`src/rtl/fetch_sequencer.sv`:
```
// IF stage and IF/ID pipeline register. Handles stall, flush and redirect requests,
// stops fetch on HALT and asserts o_halted once the pipe has drained.
//  state   | meaning
//  S_RUN   | fetching; PC advances unless held by a stall or a HALT
//  S_DRAIN | HALT is in flight; PC frozen, bubbles enter IF/ID, drain counter runs
//  S_DONE  | pipeline drained; everything frozen until reset
module fetch_sequencer #(
  parameter int         N_BITS       = 32,
  parameter logic [5:0] HALT_OPCODE  = 6'h3F,
  parameter int         DRAIN_CYCLES = 4,
  parameter int         CNT_BITS     = 32
) (
  input  logic                i_clk,
  input  logic                i_reset,
  input  logic                i_enable,
  input  logic                i_stall,
  input  logic                i_flush,
  input  logic                i_PCSrc,
  input  logic [N_BITS-1:0]   i_jump_direction,
  input  logic [N_BITS-1:0]   i_instruction,
  output logic [N_BITS-1:0]   o_PC,
  output logic [N_BITS-1:0]   o_IF_ID_pc4,
  output logic [N_BITS-1:0]   o_IF_ID_instr,
  output logic                o_IF_ID_valid,
  output logic                o_halted,
  output logic [CNT_BITS-1:0] o_cycle_count
);

  localparam int DC_BITS = $clog2(DRAIN_CYCLES + 1);

  typedef enum logic [1:0] {S_RUN, S_DRAIN, S_DONE} state_t;

  state_t              state_q, state_d;
  logic [DC_BITS-1:0]  drain_q, drain_d;
  logic [N_BITS-1:0]   pc_d, pc4_d, instr_d;
  logic                valid_d, halted_d;
  logic [CNT_BITS-1:0] count_d;
  logic [N_BITS-1:0]   pc_plus4;
  logic                is_halt;

  assign pc_plus4 = o_PC + N_BITS'(4);
  assign is_halt  = (i_instruction[N_BITS-1 -: 6] == HALT_OPCODE);

  always_ff @(posedge i_clk or posedge i_reset) begin
    if (i_reset)       state_q <= S_RUN;
    else if (i_enable) state_q <= state_d;
  end

  always_comb begin
    state_d = state_q;
    case (state_q)
      S_RUN:   if (!i_PCSrc && !i_stall && !i_flush && is_halt) state_d = S_DRAIN;
      S_DRAIN: begin
        if (i_PCSrc)                         state_d = S_RUN;
        else if (!i_stall && drain_q == '0)  state_d = S_DONE;
      end
      default: state_d = state_q;
    endcase
  end

  always_comb begin
    pc_d     = o_PC;
    pc4_d    = o_IF_ID_pc4;
    instr_d  = o_IF_ID_instr;
    valid_d  = o_IF_ID_valid;
    halted_d = o_halted;
    drain_d  = drain_q;
    count_d  = o_cycle_count;
    if (state_q != S_DONE && o_cycle_count != '1)
      count_d = o_cycle_count + CNT_BITS'(1);
    case (state_q)
      S_RUN: begin
        if (i_PCSrc) begin
          pc_d    = i_jump_direction;
          pc4_d   = '0;
          instr_d = '0;
          valid_d = 1'b0;
        end else if (i_stall) begin
          pc_d = o_PC;
        end else if (i_flush) begin
          pc_d    = pc_plus4;
          pc4_d   = '0;
          instr_d = '0;
          valid_d = 1'b0;
        end else begin
          // HALT is latched like any instruction but the PC stays on it
          pc_d    = is_halt ? o_PC : pc_plus4;
          pc4_d   = pc_plus4;
          instr_d = i_instruction;
          valid_d = 1'b1;
          if (is_halt) drain_d = DC_BITS'(DRAIN_CYCLES - 1);
        end
      end
      S_DRAIN: begin
        if (i_PCSrc) begin
          pc_d    = i_jump_direction;
          pc4_d   = '0;
          instr_d = '0;
          valid_d = 1'b0;
        end else if (!i_stall) begin
          pc4_d   = '0;
          instr_d = '0;
          valid_d = 1'b0;
          if (drain_q == '0) halted_d = 1'b1;
          else               drain_d  = drain_q - DC_BITS'(1);
        end
      end
      default: ;
    endcase
  end

  always_ff @(posedge i_clk or posedge i_reset) begin
    if (i_reset) begin
      o_PC          <= '0;
      o_IF_ID_pc4   <= '0;
      o_IF_ID_instr <= '0;
      o_IF_ID_valid <= 1'b0;
      o_halted      <= 1'b0;
      o_cycle_count <= '0;
      drain_q       <= '0;
    end else if (i_enable) begin
      o_PC          <= pc_d;
      o_IF_ID_pc4   <= pc4_d;
      o_IF_ID_instr <= instr_d;
      o_IF_ID_valid <= valid_d;
      o_halted      <= halted_d;
      o_cycle_count <= count_d;
      drain_q       <= drain_d;
    end
  end

endmodule
```
`config.mk`:
```
export PLATFORM = sky130hd
export DESIGN_NAME = fetch_sequencer
export DESIGN_NICKNAME = d
export VERILOG_FILES = /design/src/rtl/fetch_sequencer.sv
export SDC_FILE = /design/constraint.sdc
export NUM_CORES = 1
export LEC_CHECK = 0
export ABC_AREA = 1
export CORE_ASPECT_RATIO = 0.9
export CORE_MARGIN = 5
export CORE_UTILIZATION = 53
export CTS_BUF_LIST = sky130_fd_sc_hd__clkbuf_8 sky130_fd_sc_hd__clkbuf_16
export CTS_CLUSTER_SIZE = 8
export DETAILED_ROUTE_END_ITERATION = 8
export PLACE_DENSITY_LB_ADDON = 0.1
export SLEW_MARGIN = 20
export SYNTH_ARGS = -nofsm -noshare
export SYNTH_HDL_FRONTEND = slang
export SYNTH_SLANG_ARGS = --single-unit
```
`constraint.sdc`:
```
create_clock -name i_clk -period 9.1 [get_ports i_clk]
set_input_delay 1.82 -clock i_clk [delete_from_list [all_inputs] [get_ports i_clk]]
set_output_delay 1.82 -clock i_clk [all_outputs]
set_load 0.02 [all_outputs]
```
* After elaboration in Yosys (flattened, before gate mapping)
Cells that the tools add are included.
** Storage, ports and cells
- Register bits after elaboration :: 135
- Output and inout bits :: 130
** Operators by class
- Add/subtract/negate cells :: 3
- Equality and inequality tests :: 17
- Bitwise logic cells :: 2
- Reductions and logical operators :: 17
- Multiplexer cells :: 34
** Operators with widths (count)
- 32-bit 2-to-1 mux :: 13
- 32-bit one-hot mux with 2 select lines :: 3
- 32-bit by 1-bit adder with 32-bit output (second input constant) :: 1
- 32-bit by 3-bit adder with 32-bit output (second input constant) :: 1
- 32-bit inequality test (second input constant) :: 1
- 3-bit 2-to-1 mux :: 7
- 2-bit inequality test (second input constant) :: 10
- 5-bit AND reduction :: 2
- 3-bit inequality test (second input constant) :: 3
- 9-bit AND reduction :: 1
- 4-bit AND reduction :: 2
- 6-bit equality test (second input constant) :: 1
- 2-bit 2-to-1 mux :: 3
- 3-bit one-hot mux with 2 select lines :: 1
- 1-bit logical AND :: 5
- 1-bit 2-to-1 mux :: 5
- 4-bit inequality test (second input constant) :: 1
- 2-bit one-hot mux with 2 select lines :: 1
- 1-bit zero test :: 3
- 3-bit zero test :: 1
- 3-bit by 1-bit subtractor with 3-bit output (second input constant) :: 1
- 2-bit by 1-bit equality test with 1-bit output (second input constant) :: 1
- 2-bit zero test :: 1
- 1-bit NOT :: 2
- other kinds (3) :: 3

* Depth between registers and ports, before layout
Gate-level depths: netlist (run 1).
- Word-level depth :: 6
- Gate-level depth with buffers :: 12
- Mapped depth without buffers :: 11

* Worst setup path before layout (run 1)
No wires, ideal clock.
- Kind :: input port to flip-flop
- Start :: in i_PCSrc
- End :: reg o_PC[12]
- Slack :: 6321 ps
- Arrival :: 2714 ps
- Path buffers :: 2
- Data required time :: 9035 ps
- Stages on the path :: 9
- Cell sequence :: nor2_1 > nand3_1 > nand2_1 > nand2_1 > nand2_1 > buf_4 > buf_2 > nand2_1 > nand2_1
** Between the ends
- Cells in the longest elaborated chain, start to end :: 2
** RTL lines
- start: declaration :: RTL line 18 : input logic i_PCSrc,
- 4-bit inequality test (no source line), or another cell as far along
- 5-bit AND reduction (no source line) or 32-bit one-hot mux with 2 select lines (tied branches)
- end signal: assignment :: RTL line 122 : o_PC <= pc_d;
- end: declaration :: RTL line 21 : output logic [N_BITS-1:0] o_PC,
Several ways; a longest one is shown, not always the timed one.
A chain may end at the register's enable or synchronous reset.

* Final worst setup path (run 1)
- Start :: in i_PCSrc
- End :: reg o_IF_ID_instr[10]
** Between the ends
- Cells in the longest elaborated chain, start to end :: 2
** RTL lines
- 3-bit inequality test (no source line), or another cell as far along
- 4-bit AND reduction (no source line) or 32-bit one-hot mux with 2 select lines (tied branches)
- end signal: assignment :: RTL line 124 : o_IF_ID_instr <= instr_d;
- end: declaration :: RTL line 23 : output logic [N_BITS-1:0] o_IF_ID_instr,
Several ways; a longest one is shown, not always the timed one.

==> summary.txt, run 1 <==
Global route
  • GRT Max-Usage Layer: met2
  • Met1 Track Usage GR: 34.45%
  • Tot GR Track Use: 26.39%
  • Antenna violations before repair: 0
  • Vias in the first global route: 6847
  • M2 GR Usage: 43.69%
  • Overflow left after global routing: 0
  • Largest net degree at the start of global routing: 71
  • First-pass GRT wire length: 34200 um
  • Met3 usage: 6.675%

Power and ir drop
  • Pwr Density: 142.1 nW/um^2
  • Leakage power total: 0.004616 uW
  • Maximum VDD drop: 124.1 uV
  • Total power: 1407 uW

STA
  • Worst-margin pin slew: 1.011 ns
  • RSZ-0062 raised after global routing: false
  • Clock skew: 0.007116 ns
  • Setup TNS: 0 ns
  • Final period utilization: 41.20%
  • PnR worst setup slack: 5.351 ns
  • Setup violators final: 0
  • Final Critical Period: 3.749 ns
  • Fmax: 266.7 MHz
  • Final Max Tran Viols: 0
  • Final hold vios: 0
  • Slew margin rel.: 32.52%

Route
  • Detailed router's first-iteration violation count: 487
  • WL final: 20860 um
  • DR vias: 7216
  • Vias per cell: 5.221
  • DRC: 0
  • Post-route antenna net violation count: 0
  • Drt wl/cell: 15.10 um
  • Pre-Repair DR Iteration Count: 5

Die
  • FP Rows: 40
  • Die ar.: 16200 sq um
  • Die width: 133.6 um
  • Starting Density: 54.32%
  • DIE HEIGHT: 121.2 um
  • CORE AREA: 13410 sq um
  • Num ports: 200

Logic synthesis
  • Top post-synthesis cells by count: nand2_1 (445), nor2_1 (139), dfrtp_1 (135)
  • Post-synth EDFFs: 0
  • Synth area leaders: dfrtp_1 (46%), nand2_1 (23%), nor2_1 (7.2%)
  • Yosys warning count: 0
  • Seq cells post-synth: 135
  • Asr flop ratio synth: 100.0%
  • Synthesized net count: 1084
  • Synth area leader: dfrtp_1
  • Share of the synthesized area in the top cell type: 46.37%
  • Cells after synthesis: 1010
  • Dominant cell by count in the synthesized netlist: nand2_1
  • Distinct cells, synth: 30
  • Synth Area per Inst: 7.214 sq um
  • Dominant synthesized flop cell: dfrtp_1
  • Sequential area share after synthesis: 46.37%
  • Mapped cell area: 7286 sq um

Setup path
  • WP depth: 5
  • CP required: 9.41 ns
  • CP max stage cell: clkinv_2
  • R2r endpoint: o_IF_ID_instr[10]
  • Max incr delay on CP: 0.71 ns
  • Crit end category: register
  • R2R depth: 5
  • CP Max Fanout: 65
  • Crit Path Class: in -> reg
  • CP top delay family: buffers and inverters
  • Bufs and invs on worst path: 3
  • Worst setup SP type: primary input
  • Worst R2R Start: state_q[1]
  • R2R Setup Slk: 6.90 ns
  • CP Cell Sequence: clkdlybuf4s50_1 > inv_2 > a21oi_4 > clkinv_2 > a22o_1
  • CP arrival: 4.06 ns

Worst hold path
  • Hold crit path type: reg -> reg
  • Hold Path Depth: 2
  • Hold EP: o_IF_ID_pc4[26]
  • Hold path startpoint: o_IF_ID_pc4[26]

Clocking
  • H-tree levels: 4
  • Post-cts gate resize count: 0
  • Worst-skew pair later-pin latency: 0.43 ns
  • CTS sink cnt: 135
  • Root buffer cell: clkbuf_16
  • CTS buffer count: 17
  • Hold Buf Count CTS: 0
  • Reg clk slew, reported paths: 0.06 ns
  • Clock tree buffer depth: 2
  • CTS tree: yes
  • Post-CTS setup buffer count: 0

Final layout
  • Final Cell Area: 9902 sq um
  • Final Core Density: 73.82%
  • Ant. Diodes: 0
  • Layout cells sized above 1: 4.283%
  • Nets: 1275
  • Synth-to-Final Area Change: 35.91%

Placement
  • Dpl hpwl: 15120 um
  • Gp weighted congestion: 0.9443
  • Port-buffer cells: 199
  • DP Worst Slack: 4.945 ns
  • Placed cell areas: 9351 sq um

Status
  • Status: completed

Flow run
  • Max-Cap Viols: 0
## worst register-to-register path: stages, from the launching register on
cell and delay (ns):
dfrtp_1 0.42, inv_1 0.13, nand2_1 0.12, a21oi_4 0.17
clkinv_2 0.71, a22o_1 0.54
## cells by family after synthesis
kind of cell	count (synthesis)	synth area share (%)
xor+xnor	13	1.563
fa+ha+maj	4	0.6870
mux	3	0.4293
compound gates	85	7.968
flops	135	46.37
simple gates	666	36.89
buf+inv	104	6.097
## sequential cells by signal (all words and copies together), names as in the netlist
name and count:
o_IF_ID_valid 1, drain_q 3, o_cycle_count 32, o_IF_ID_instr 32
o_halted 1, o_IF_ID_pc4 32, o_PC 32, state_q 2
## layer usage
layer | vias to the layer above | wire (um)
met5 | - | 0
met4 | 0 | 388
li1 | 3561 | -
met1 | 3361 | 9033
met2 | 259 | 10070
met3 | 35 | 1368
## metrics by stage
stage	cells	hold WS, ns
6_report	1382	0.4783
3_3_place_gp	1350	0.4554
2_1_floorplan	1010	0.4530
4_1_cts	1382	0.4794
5_1_grt	1382	0.4946
3_5_place_dp	1350	0.4631
## worst max-delay path by stage
stage,from,endpoint
finish,i_PCSrc,o_IF_ID_instr[10]
global route,i_PCSrc,o_IF_ID_instr[10]
CTS,i_PCSrc,o_IF_ID_instr[10]
detailed placement,i_PCSrc,o_IF_ID_instr[23]
global placement,i_PCSrc,o_IF_ID_pc4[11]
floorplan,i_reset,drain_q[0]
## report_power, final
| group | switching [uW] | internal (uW) | total (uW) |
|---|---|---|---|
| clock | 285 | 353 | 638 |
| combinational | 72.1 | 64.8 | 137 |
| sequential | 18.8 | 613 | 632 |
## cell usage in the layout, fill, tap and decap left out, drive strengths merged, types with 8 or more instances in the layout
| cell | synthesis | layout |
|---|---|---|
| clkbuf | 7 | 17 |
| xor2 | 8 | 8 |
| nand3 | 52 | 52 |
| inv | 74 | 78 |
| dfrtp | 135 | 135 |
| clkinvlp | 0 | 8 |
| clkdlybuf4s50 | 0 | 199 |
| a22o | 37 | 37 |
| nand2 | 449 | 449 |
| nor2 | 142 | 142 |
| o21ai | 39 | 39 |
| nand3b | 15 | 15 |
## area by class of cell
type                       instances  area (sq um)
clock buffer                      17         425.4
clock inverter                    15         123.9
fill                            1110          3511
inverter                          74         284.0
multi-input combinational        771          3466
sequential                       135          3378
tap                              168         210.2
timing repair buffer             202          2014
No activity file was read; power rests on OpenSTA's default activity.
==> inputs of run 2 (changes only) <==
- CORE_UTILIZATION: 53 -> 44
- clock period: 9.1 -> 3.2 ns (I/O delays scaled with it)
==> summary.txt, run 2 (same netlist as run 1, synthesis figures left out) <==
Placement
  • Cells after DPL: 1395 (+3.3%)
  • Gp weighted congestion: 0.9166 (-2.9%)
  • DP Worst Slack: 0.5964 ns (-4.348 ns)
  • Port-buffer cells: 199 (unchanged)
  • Dpl hpwl: 15960 um (+5.6%)

Power and ir drop
  • Total power: 4242 uW (+200%)
  • Pwr Density: 420.2 nW/um^2 (+200%)
  • Seq pwr share: 42.4% (-2.5 points)
  • Internal: 3186 uW (+210%)
  • Comb pwr share: 9.3% (-0.4 points)
  • Maximum VDD drop: 444.7 uV (+260%)
  • Leakage power total: 0.004716 uW (+2.2%)
  • Sw frac: 24.89% (-1.8 points)
  • Switch Pwr: 1056 uW (+180%)
  • Clock network fraction of design power: 48.3% (+3.0 points)

Global route
  • Overflow left after global routing: 0 (unchanged)
  • M2 GR Usage: 36.27% (-7.4 points)
  • Met3 usage: 4.778% (-1.9 points)
  • Largest net degree at the start of global routing: 56 (-21%)
  • First-pass GRT wire length: 35270 um (+3.1%)
  • Antenna violations before repair: 0 (unchanged)
  • GRT Max-Usage Layer: met2
  • Tot GR Track Use: 22.28% (-4.1 points)
  • Met1 Track Usage GR: 30.49% (-4.0 points)
  • Vias in the first global route: 7012 (+2.4%)

Die
  • Num ports: 200 (unchanged)
  • Die ar.: 19240 sq um (+19%)
  • DIE HEIGHT: 132.1 um (+8.9%)
  • CORE AREA: 16190 sq um (+21%)
  • FP Rows: 44 (+10%)
  • Starting Density: 45.01% (-9.3 points)
  • Die width: 145.6 um (+9.0%)

Setup path
  • CP Max Fanout: 7 (-89%)
  • CP max stage cell: clkdlybuf4s50_1
  • CP arrival: 1.62 ns (-2.44 ns)
  • CP top delay family: buffers and inverters
  • Crit Path Class: reg -> out
  • Bufs and invs on worst path: 1 (-2)
  • CP Cell Sequence: clkdlybuf4s50_1
  • Crit end category: primary output
  • Max incr delay on CP: 0.67 ns (-0.04 ns)
  • CP required: 2.56 ns (-6.85 ns)
  • Worst setup SP type: register

STA
  • Final Max Tran Viols: 0 (unchanged)
  • Final Critical Period: 2.257 ns
  • Slew margin rel.: 58.68% (+26 points)
  • Final period utilization: 70.52%
  • Min Hold Slack: 0.4666 ns (-0.01171 ns)
  • Clock skew: 0.01130 ns (+0.004183 ns)
  • Setup violators final: 0 (unchanged)
  • PnR worst setup slack: 0.9434 ns (-4.407 ns)
  • Setup TNS: 0 ns (unchanged)
  • Fmax: 443.1 MHz
  • Final hold vios: 0 (unchanged)
  • Worst-margin pin slew: 0.6199 ns (-0.3909 ns)
  • RSZ-0062 raised after global routing: false

Route
  • Detailed router's first-iteration violation count: 462 (-5.1%)
  • DR vias: 7149 (-0.93%)
  • Post-route antenna net violation count: 0 (unchanged)
  • Pre-Repair DR Iteration Count: 6 (+1)
  • Vias per cell: 5.010 (-4.1%)
  • WL final: 21610 um (+3.6%)
  • Drt wl/cell: 15.15 um (+0.32%)
  • DRC: 0 (unchanged)

Worst hold path
  • Hold crit path type: reg -> reg

Clocking
  • Clock tree buffer depth: 2 (unchanged)
  • CTS sink cnt: 135 (unchanged)
  • Hold Buf Count CTS: 0 (unchanged)
  • Root buffer cell: clkbuf_16
  • Post-CTS setup buffer count: 0 (unchanged)
  • H-tree levels: 4 (unchanged)
  • CTS buffer count: 17 (unchanged)
  • Reg clk slew, reported paths: 0.06 ns (about the same)
  • CTS tree: yes
  • Post-cts gate resize count: 0 (unchanged)
  • Worst-skew pair later-pin latency: 0.42 ns (about the same)

Flow run
  • Max-Cap Viols: 0 (unchanged)

Final layout
  • Layout cells sized above 1: 4.754% (+0.47 points)
  • Most common cell after layout, fill and taps aside: nand2_1
  • Post-route insts no fill: 1427 (+3.3%)
  • Area of the multi-input gates: 3466 sq um (unchanged)
  • Fillers: 1472 (+33%)
  • Synth-to-Final Area Change: 38.55%
  • Register cell area after layout: 3378 sq um (unchanged)
  • Nets: 1281 (+0.47%)
  • Most frequent cells in the layout: nand2_1 (445), clkdlybuf4s50_1 (199), nor2_1 (138), dfrtp_1 (135), inv_1 (69)
  • Ant. Diodes: 0 (unchanged)

Status
  • Status: completed
==> run 2: changes by cell type in the layout (fill, tap and decap cells not counted), sizes merged <==
cell / previous run / this run
clkinv: 3 / 7
inv: 78 / 76
buf: 3 / 9
bufinv: 0 / 3
clkbuf: 17 / 18
clkinvlp: 8 / 2
==> run 2: stage by stage <==
step           util (%)  cell area, sq um
6_report          62.37             10090
3_5_place_dp      58.58              9482
4_1_cts           62.37             10090
5_1_grt           62.37             10090
3_3_place_gp      58.58              9482
2_1_floorplan         -              7289
==> run 2: worst register-to-register path, stage by stage (launching register included) <==
cell and delay [ns]:
dfrtp_1 0.52, ha_1 0.31, nand2_1 0.10, nor2_1 0.24, nand2_1 0.18, nor2_1 0.26
nand2_1 0.10, nand2_1 0.09, nand3_1 0.07, nand2_1 0.07, nand2_1 0.04
==> run 2: area by class of cell <==
class,instances,share of cell area [%]
clock inverters,14,1.723
inverters,74,2.789
well taps,207,2.566
clock buffers,18,4.351
multi-input cells,771,34.33
flip-flops and latches,135,33.47
repair buffers,208,20.77
==> run 2: power by group through the flow <==
stage | combinational, uW | clock, uW | sequential, uW
2_1_floorplan | 154 | 0 | 1860
3_3_place_gp | 394 | 0 | 1830
3_5_place_dp | 398 | 0 | 1830
4_1_cts | 400 | 2070 | 1800
5_1_grt | 442 | 2150 | 1800
6_report | 395 | 2050 | 1800
==> run 2: worst paths after layout <==
kind	start	endpoint	slack [ns]	cells after the start
min	o_halted	o_halted	0.47	2
max reg2reg	o_PC[2]	o_PC[22]	1.12	10
max in group asynchronous	i_reset	o_PC[16]	1.78	3
max	o_PC[2]	o_PC[2]	0.94	1
min reg2reg	o_halted	o_halted	0.47	2
min in group asynchronous	i_reset	o_IF_ID_instr[16]	0.53	2
==> run 2: layer usage <==
layer / vias up / share of wire [%]
met5: - / 0
met4: 0 / 1.5
met3: 28 / 5.9
met2: 221 / 47
met1: 3315 / 45
li1: 3585 / -
